$ cat src/rtl/pipeline_hazard_unit_pkg.sv
// pipeline_hazard_unit_pkg
//   Shared types for the pipeline hazard controller and its forwarding unit.
//   - hazard_state_e : controller FSM state (RUN / MEM_WAIT)
//   - fwd_sel_e      : EX operand source select
//   - pipe_ctrl_t    : bundle of stage enables, flushes and PC controls
//   - CTRL_*         : canned control words for each pipeline response
package pipeline_hazard_unit_pkg;

  typedef enum logic {
    RUN      = 1'b0,
    MEM_WAIT = 1'b1
  } hazard_state_e;

  typedef enum logic [1:0] {
    FWD_RF  = 2'b00,
    FWD_WB  = 2'b01,
    FWD_MEM = 2'b10
  } fwd_sel_e;

  typedef struct packed {
    logic pc_write;
    logic pc_src;
    logic if_id_write;
    logic if_id_flush;
    logic id_ex_write;
    logic id_ex_flush;
    logic ex_mem_write;
    logic mem_wb_flush;
  } pipe_ctrl_t;

  // Everything advances, nothing is squashed.
  localparam pipe_ctrl_t CTRL_NORMAL = '{
    pc_write: 1'b1, pc_src: 1'b0, if_id_write: 1'b1, if_id_flush: 1'b0,
    id_ex_write: 1'b1, id_ex_flush: 1'b0, ex_mem_write: 1'b1, mem_wb_flush: 1'b0};

  // Held in reset: nothing advances, all control-carrying registers are zeroed.
  localparam pipe_ctrl_t CTRL_RESET = '{
    pc_write: 1'b0, pc_src: 1'b0, if_id_write: 1'b0, if_id_flush: 1'b1,
    id_ex_write: 1'b0, id_ex_flush: 1'b1, ex_mem_write: 1'b0, mem_wb_flush: 1'b1};

  // Data memory busy: IF..MEM hold, WB receives a bubble.
  localparam pipe_ctrl_t CTRL_FREEZE = '{
    pc_write: 1'b0, pc_src: 1'b0, if_id_write: 1'b0, if_id_flush: 1'b0,
    id_ex_write: 1'b0, id_ex_flush: 1'b0, ex_mem_write: 1'b0, mem_wb_flush: 1'b1};

  // Taken branch in EX: redirect PC and squash the two younger instructions.
  localparam pipe_ctrl_t CTRL_BRANCH = '{
    pc_write: 1'b1, pc_src: 1'b1, if_id_write: 1'b1, if_id_flush: 1'b1,
    id_ex_write: 1'b1, id_ex_flush: 1'b1, ex_mem_write: 1'b1, mem_wb_flush: 1'b0};

  // Load-use: hold PC and IF_ID, put a bubble into EX.
  localparam pipe_ctrl_t CTRL_LOAD_USE = '{
    pc_write: 1'b0, pc_src: 1'b0, if_id_write: 1'b0, if_id_flush: 1'b0,
    id_ex_write: 1'b1, id_ex_flush: 1'b1, ex_mem_write: 1'b1, mem_wb_flush: 1'b0};

endpackage

$ cat src/rtl/pipeline_hazard_unit_forward_unit.sv
// forward_unit
//   Purely combinational EX operand forwarding selects.
//   Ports:
//     ex_rs1, ex_rs2         : source registers of the instruction in EX
//     mem_rd, mem_reg_write  : destination / write flag of EX_MEM
//     wb_rd, wb_reg_write    : destination / write flag of MEM_WB
//     fwd_a, fwd_b           : operand source selects (fwd_sel_e)
//   EX_MEM is the younger producer, so it wins over MEM_WB; x0 never forwards.
module forward_unit
  import pipeline_hazard_unit_pkg::*;
#(
  parameter int REG_ADDR_W = 5
) (
  input  logic [REG_ADDR_W-1:0] ex_rs1,
  input  logic [REG_ADDR_W-1:0] ex_rs2,
  input  logic [REG_ADDR_W-1:0] mem_rd,
  input  logic                  mem_reg_write,
  input  logic [REG_ADDR_W-1:0] wb_rd,
  input  logic                  wb_reg_write,
  output fwd_sel_e              fwd_a,
  output fwd_sel_e              fwd_b
);

  logic mem_valid;
  logic wb_valid;

  assign mem_valid = mem_reg_write && (mem_rd != '0);
  assign wb_valid  = wb_reg_write && (wb_rd != '0);

  always_comb begin
    fwd_a = FWD_RF;
    if (mem_valid && (mem_rd == ex_rs1))     fwd_a = FWD_MEM;
    else if (wb_valid && (wb_rd == ex_rs1))  fwd_a = FWD_WB;
  end

  always_comb begin
    fwd_b = FWD_RF;
    if (mem_valid && (mem_rd == ex_rs2))     fwd_b = FWD_MEM;
    else if (wb_valid && (wb_rd == ex_rs2))  fwd_b = FWD_WB;
  end

endmodule

$ cat src/rtl/pipeline_hazard_unit.sv
// pipeline_hazard_unit
//   Stall / flush / forward controller for a 5-stage IF/ID/EX/MEM/WB pipeline.
//   Inputs : register indices and control bits of the instructions in ID, EX,
//            MEM and WB, branch resolution from EX, data-memory req/ready.
//   Outputs: PC write/source, stage-register enables and flushes, EX operand
//            forwarding selects, sticky mem_timeout, performance counters and
//            state_dbg (current FSM state, for observation only).
//   Priority: reset > memory freeze > taken branch > load-use > normal.
//   Handshake: mem_req is held by EX_MEM while its access is outstanding; the
//   access completes in the cycle mem_ready is high, and in that cycle the
//   pipeline advances so the result is captured into MEM_WB.
//   Optional: define HAZARD_PERF_CNT_EN to build stall_count / flush_count;
//   otherwise both are tied to zero and no counter flops exist.
module pipeline_hazard_unit
  import pipeline_hazard_unit_pkg::*;
#(
  parameter int REG_ADDR_W   = 5,
  parameter int CNT_W        = 32,
  parameter int MEM_WAIT_MAX = 15
) (
  input  logic                  clk,
  input  logic                  rst,
  input  logic [REG_ADDR_W-1:0] id_rs1,
  input  logic [REG_ADDR_W-1:0] id_rs2,
  input  logic                  id_uses_rs1,
  input  logic                  id_uses_rs2,
  input  logic [REG_ADDR_W-1:0] ex_rs1,
  input  logic [REG_ADDR_W-1:0] ex_rs2,
  input  logic [REG_ADDR_W-1:0] ex_rd,
  input  logic                  ex_mem_read,
  input  logic                  ex_branch_taken,
  input  logic [REG_ADDR_W-1:0] mem_rd,
  input  logic                  mem_reg_write,
  input  logic                  mem_req,
  input  logic                  mem_ready,
  input  logic [REG_ADDR_W-1:0] wb_rd,
  input  logic                  wb_reg_write,
  output logic                  pc_write,
  output logic                  pc_src,
  output logic                  if_id_write,
  output logic                  if_id_flush,
  output logic                  id_ex_write,
  output logic                  id_ex_flush,
  output logic                  ex_mem_write,
  output logic                  mem_wb_flush,
  output logic [1:0]            fwd_a,
  output logic [1:0]            fwd_b,
  output logic                  mem_timeout,
  output logic [CNT_W-1:0]      stall_count,
  output logic [CNT_W-1:0]      flush_count,
  output hazard_state_e         state_dbg
);

  localparam int WAIT_W = (MEM_WAIT_MAX < 1) ? 1 : $clog2(MEM_WAIT_MAX + 1);
  localparam logic [WAIT_W-1:0] WAIT_MAX_V = WAIT_W'(MEM_WAIT_MAX);

  hazard_state_e     state, state_next;
  pipe_ctrl_t        ctrl;
  logic              freeze;
  logic              load_use;
  logic [WAIT_W-1:0] wait_cnt, wait_inc;
  logic              timeout_q, timeout_hit;
  fwd_sel_e          fwd_a_e, fwd_b_e;

  // ---------------- FSM ----------------
  always_ff @(posedge clk) begin
    if (rst) state <= RUN;
    else     state <= state_next;
  end

  always_comb begin
    state_next = state;
    case (state)
      RUN:      if (mem_req && !mem_ready) state_next = MEM_WAIT;
      MEM_WAIT: if (mem_ready)             state_next = RUN;
      default:  state_next = RUN;
    endcase
  end

  assign state_dbg = state;

  // The completing cycle (mem_ready=1) is not frozen: the data is valid now,
  // so the pipeline advances and MEM_WB captures the finished access.
  assign freeze = !mem_ready && ((state == MEM_WAIT) || mem_req);

  assign load_use = ex_mem_read && (ex_rd != '0) &&
                    ((id_uses_rs1 && (id_rs1 == ex_rd)) ||
                     (id_uses_rs2 && (id_rs2 == ex_rd)));

  always_comb begin
    ctrl = CTRL_NORMAL;
    if (rst)                  ctrl = CTRL_RESET;
    else if (freeze)          ctrl = CTRL_FREEZE;
    else if (ex_branch_taken) ctrl = CTRL_BRANCH;
    else if (load_use)        ctrl = CTRL_LOAD_USE;
  end

  assign pc_write     = ctrl.pc_write;
  assign pc_src       = ctrl.pc_src;
  assign if_id_write  = ctrl.if_id_write;
  assign if_id_flush  = ctrl.if_id_flush;
  assign id_ex_write  = ctrl.id_ex_write;
  assign id_ex_flush  = ctrl.id_ex_flush;
  assign ex_mem_write = ctrl.ex_mem_write;
  assign mem_wb_flush = ctrl.mem_wb_flush;

  // ---------------- wait counter / timeout ----------------
  assign wait_inc    = (wait_cnt == WAIT_MAX_V) ? wait_cnt : wait_cnt + WAIT_W'(1);
  // The flag shows in the very MEM_WAIT cycle that brings the count to the
  // limit, then stays set through the flop.
  assign timeout_hit = (state == MEM_WAIT) && (wait_inc == WAIT_MAX_V);
  assign mem_timeout = timeout_q | timeout_hit;

  always_ff @(posedge clk) begin
    if (rst) begin
      wait_cnt  <= '0;
      timeout_q <= 1'b0;
    end else begin
      if (timeout_hit) timeout_q <= 1'b1;
      if (state == MEM_WAIT && !mem_ready) wait_cnt <= wait_inc;
      else                                 wait_cnt <= '0;
    end
  end

  // ---------------- forwarding ----------------
  forward_unit #(.REG_ADDR_W(REG_ADDR_W)) u_forward_unit (
    .ex_rs1        (ex_rs1),
    .ex_rs2        (ex_rs2),
    .mem_rd        (mem_rd),
    .mem_reg_write (mem_reg_write),
    .wb_rd         (wb_rd),
    .wb_reg_write  (wb_reg_write),
    .fwd_a         (fwd_a_e),
    .fwd_b         (fwd_b_e)
  );

  assign fwd_a = rst ? FWD_RF : fwd_a_e;
  assign fwd_b = rst ? FWD_RF : fwd_b_e;

  // ---------------- performance counters ----------------
`ifdef HAZARD_PERF_CNT_EN
  logic [CNT_W-1:0] stall_q, flush_q;

  always_ff @(posedge clk) begin
    if (rst) begin
      stall_q <= '0;
      flush_q <= '0;
    end else begin
      if (!ctrl.pc_write && (stall_q != '1))
        stall_q <= stall_q + CNT_W'(1);
      if (!freeze && ex_branch_taken && (flush_q != '1))
        flush_q <= flush_q + CNT_W'(1);
    end
  end

  assign stall_count = stall_q;
  assign flush_count = flush_q;
`else
  assign stall_count = '0;
  assign flush_count = '0;
`endif

endmodule

$ cat config.mk
export PLATFORM = sky130hd
export DESIGN_NAME = pipeline_hazard_unit
export DESIGN_NICKNAME = d
export VERILOG_FILES = /design/src/rtl/pipeline_hazard_unit_pkg.sv /design/src/rtl/pipeline_hazard_unit_forward_unit.sv /design/src/rtl/pipeline_hazard_unit.sv
export SDC_FILE = /design/constraint.sdc
export NUM_CORES = 1
export LEC_CHECK = 0
export ABC_AREA = 1
export CAP_MARGIN = 30
export CORE_ASPECT_RATIO = 1.5
export CORE_MARGIN = 2
export CORE_UTILIZATION = 34
export DETAILED_ROUTE_END_ITERATION = 7
export PLACE_DENSITY = 0.95
export SLEW_MARGIN = 20
export SYNTH_ARGS = -nofsm -noshare
export SYNTH_HDL_FRONTEND = slang
export SYNTH_SLANG_ARGS = --single-unit
$ cat constraint.sdc
create_clock -name clk -period 2.75 [get_ports clk]
set_clock_uncertainty 0.1 [all_clocks]
set_input_delay 0.55 -clock clk [delete_from_list [all_inputs] [get_ports clk]]
set_output_delay 0.55 -clock clk [all_outputs]
set_load 0.02 [all_outputs]
==> flow_summary_export.csv <==
group,metric,value,unit
detailed_routing,drc,0,
floorplanning,fp.dieW,55.5,um
hold_path,hp-class,"flip-flop to flip-flop",
finish,multi_input_area,858,um^2
placed_design,place_hpwl,2820,um
clock_tree,cts_sinks,6,
worst_setup_path,path_max_fanout,3,
detailed_routing,ant_nets,0,
synth,syn-instance-count,226,
timing,hold_viol,0,
clock_tree,cts.reportedPaths.clkPinSlew,0.04,ns
floorplanning,die_h,81.2,um
floorplanning,dieArea,4500,um^2
worst_setup_path,critical-path-top-delay-family,"buffers and inverters",
flow_run,cap_violations,0,
power,p_leak,1.05,nW
floorplanning,initial_core_util,34.7,%
clock_tree,cts-root-buf,"clkbuf_8",
global_routing,grt_pass1_wl,5130,um
finish,n_fill_cell,387,
synth,ys_warn_count,0,
clock_tree,cts_buffers,3,
clock_tree,cts_tree,"yes",
detailed_routing,vias,1377,
power,clock_power_share,27.6,%
status,status,"finished clean",
clock_tree,clock_path_buffers,2,
timing,drv_slew,0,
global_routing,grt_pass1_vias,1293,
synth,syn_area,1350,um^2
worst_setup_path,slowest_stage,"clkdlybuf4s50_1",
finish,final_cell_mix,"64 x conb_1, 46 x nand2_1, 44 x clkdlybuf4s50_1, 30 x inv_1, 27 x nor2_1",
global_routing,overflow,0,
worst_setup_path,slowest_delay,0.50,ns
power,seq_power_share,18.5,%
detailed_routing,first_iter_violations,23,
finish,antenna_cells,0,
detailed_routing,wl,3170,um
synth,postSynthAreaPerCell,5.97,um^2
synth,ys_types,21,
finish,nNetsFinal,338,
placed_design,globalplace.congestion,0.872,
power,peakVddDrop,0.149,mV
detailed_routing,via_per_inst,4.11,
power,sw_frac_of_total,41.2,%
floorplanning,rows,28,
finish,synthToLayoutAreaGrowth,33.8,%
worst_setup_path,arrival,2.03,ns
floorplanning,ios,123,
worst_setup_path,reg2reg_slack,1.30,ns
timing,fmax,373,MHz
global_routing,antenna_found_initial,0,
finish,stdcell_area,1810,um^2
power,switchingPower,199,uW
worst_setup_path,crit_chain,"clkdlybuf4s50_1 -> inv_1 -> nand2_1 -> nand2_1 -> nor2_1 -> nand3_1 -> nand2_1 -> nand3_1 -> nand2_1 -> inv_1 -> dlygate4sd2_1",
worst_setup_path,crit_path_start_kind,"primary input",
power,power_density,268,nW/um^2
worst_setup_path,critPathRequiredTime,2.10,ns
worst_setup_path,path_class,"primary input to output pin",
synth,synth-seq-area-share,8.90,%
worst_setup_path,path_common_cell,"nand2_1",
detailed_routing,wl_per_cell,9.47,um
clock_tree,clk-insertion-delay-late,0.22,ns
synth,ys_ff_latch,6,
timing,grt_setup_unrepaired,"yes",
clock_tree,h-tree-depth,1,
floorplanning,core,3890,um^2
global_routing,globalRouteTotalUtil,14.1,%
timing,finalCriticalPeriod,2.68,ns
worst_setup_path,endpoint_kind,"output pin",
finish,seq_area,120,um^2
worst_setup_path,worst-path-buf-inv,4,
power,combPwrFrac,53.9,%
placed_design,placed_area,1770,um^2
timing,timing.final.crit_share,97.5,%
finish,layout_commonest_cell,"conb_1",
placed_design,port_buffers,58,
timing,setup_viol,0,
power,power.total,484,uW
clock_tree,ctsHoldBuffers,0,
detailed_routing,firstDrtPassIters,4,
finish,drive_gt1_share,5.52,%
timing,worst_slack,0.0694,ns
power,p_int,284,uW
global_routing,grt_max_degree,6,
placed_design,post-place-ws,-0.243,ns
-- power by group through the flow --
| stage | logic (mW) | clock network (mW) | registers, mW |
|---|---|---|---|
| 2_1_floorplan | 0.220 | 0 | 0.0916 |
| 3_3_place_gp | 0.261 | 0 | 0.0908 |
| 3_5_place_dp | 0.264 | 0 | 0.0909 |
| 4_1_cts | 0.261 | 0.137 | 0.0896 |
| 5_1_grt | 0.285 | 0.142 | 0.0897 |
| 6_report | 0.261 | 0.133 | 0.0896 |
-- final timing paths --
path / startpoint / depth (start not counted) / end
setup / recovery: ex_rd[3] / 11 / if_id_write
hold / removal: timeout_q / 2 / timeout_q
setup reg to reg: wait_cnt[0] / 7 / timeout_q
hold reg to reg: timeout_q / 2 / timeout_q
-- cell usage after synthesis (all sizes together) --
master	instances	share of area [%]
buf	66	37
nand2	46	13
inv	30	8.3
nor2	27	7.5
nand3	13	5.2
xor2	10	6.5
xnor2	8	5.2
o21ai	7	2.9
dfxtp	6	8.9
a21oi	5	2.1
nor3	2	0.74
conb	1	0.28
ha	1	0.93
nand4	1	0.46
nor2b	1	0.46
o21a	1	0.56
or2	1	0.46
-- stage by stage --
stage / setup TNS (ns) / instances / util (%) / hold slack [ns]
floorplan: 0 / 289 / - / 0.339
global placement: -1.22 / 332 / 45.6 / 0.350
detailed placement: -1.40 / 332 / 45.6 / 0.364
CTS: 0 / 335 / 46.4 / 0.369
global route: -0.209 / 335 / 46.5 / 0.395
finish: 0 / 335 / 46.5 / 0.374
-- cells by family (layout without fill, tap and decap cells) --
family	Yosys count	after routing	share of synthesized area, %
buffers and inverters	96	97	45.0
AND/OR/NAND/NOR	91	91	27.6
XOR/XNOR	18	18	11.7
AO/OA/AOI/OAI	13	13	5.56
flip-flops	6	6	8.90
adder cells (fa/ha/maj)	1	1	0.927
other	1	64	0.278
-- cell type report --
cell class                      count  share of cell area [%]
Multi-Input combinational cell    187                    47.5
Timing Repair Buffer               64                    34.2
Sequential cell                     6                    6.65
Inverter                           30                    6.23
Tap cell                           45                    3.12
Clock buffer                        3                    2.29
-- what timing repair did --
item / 4_1_cts / 5_1_grt
endpoints found under the hold margin: 0 / 0
setup buffers: 0 / 0
endpoints found under the setup margin: 9 / 11
pin swaps: 0 / 0
gates resized for setup: 9 / 13
-- worst reg2reg max path: cells and delay by family (launching register included) --
family / cells / cell delay (ns)
AND/OR/NAND/NOR: 4 / 0.48
flip-flops: 1 / 0.36
adder cells (fa/ha/maj): 1 / 0.24
AO/OA/AOI/OAI: 2 / 0.21
-- flip-flops by register name, indices dropped and copies added (netlist names) --
register   count
state_dbg      1
timeout_q      1
wait_cnt       4
-- per-layer routing --
layer	vias to the layer above	GRT usage (%)	part of all wire, %
li1	680	-	-
met1	579	12.9	33
met2	107	28.8	52
met3	11	1.91	11
met4	0	8.54	3.9
met5	-	0	0
Power figures use the tool's default switching activity.
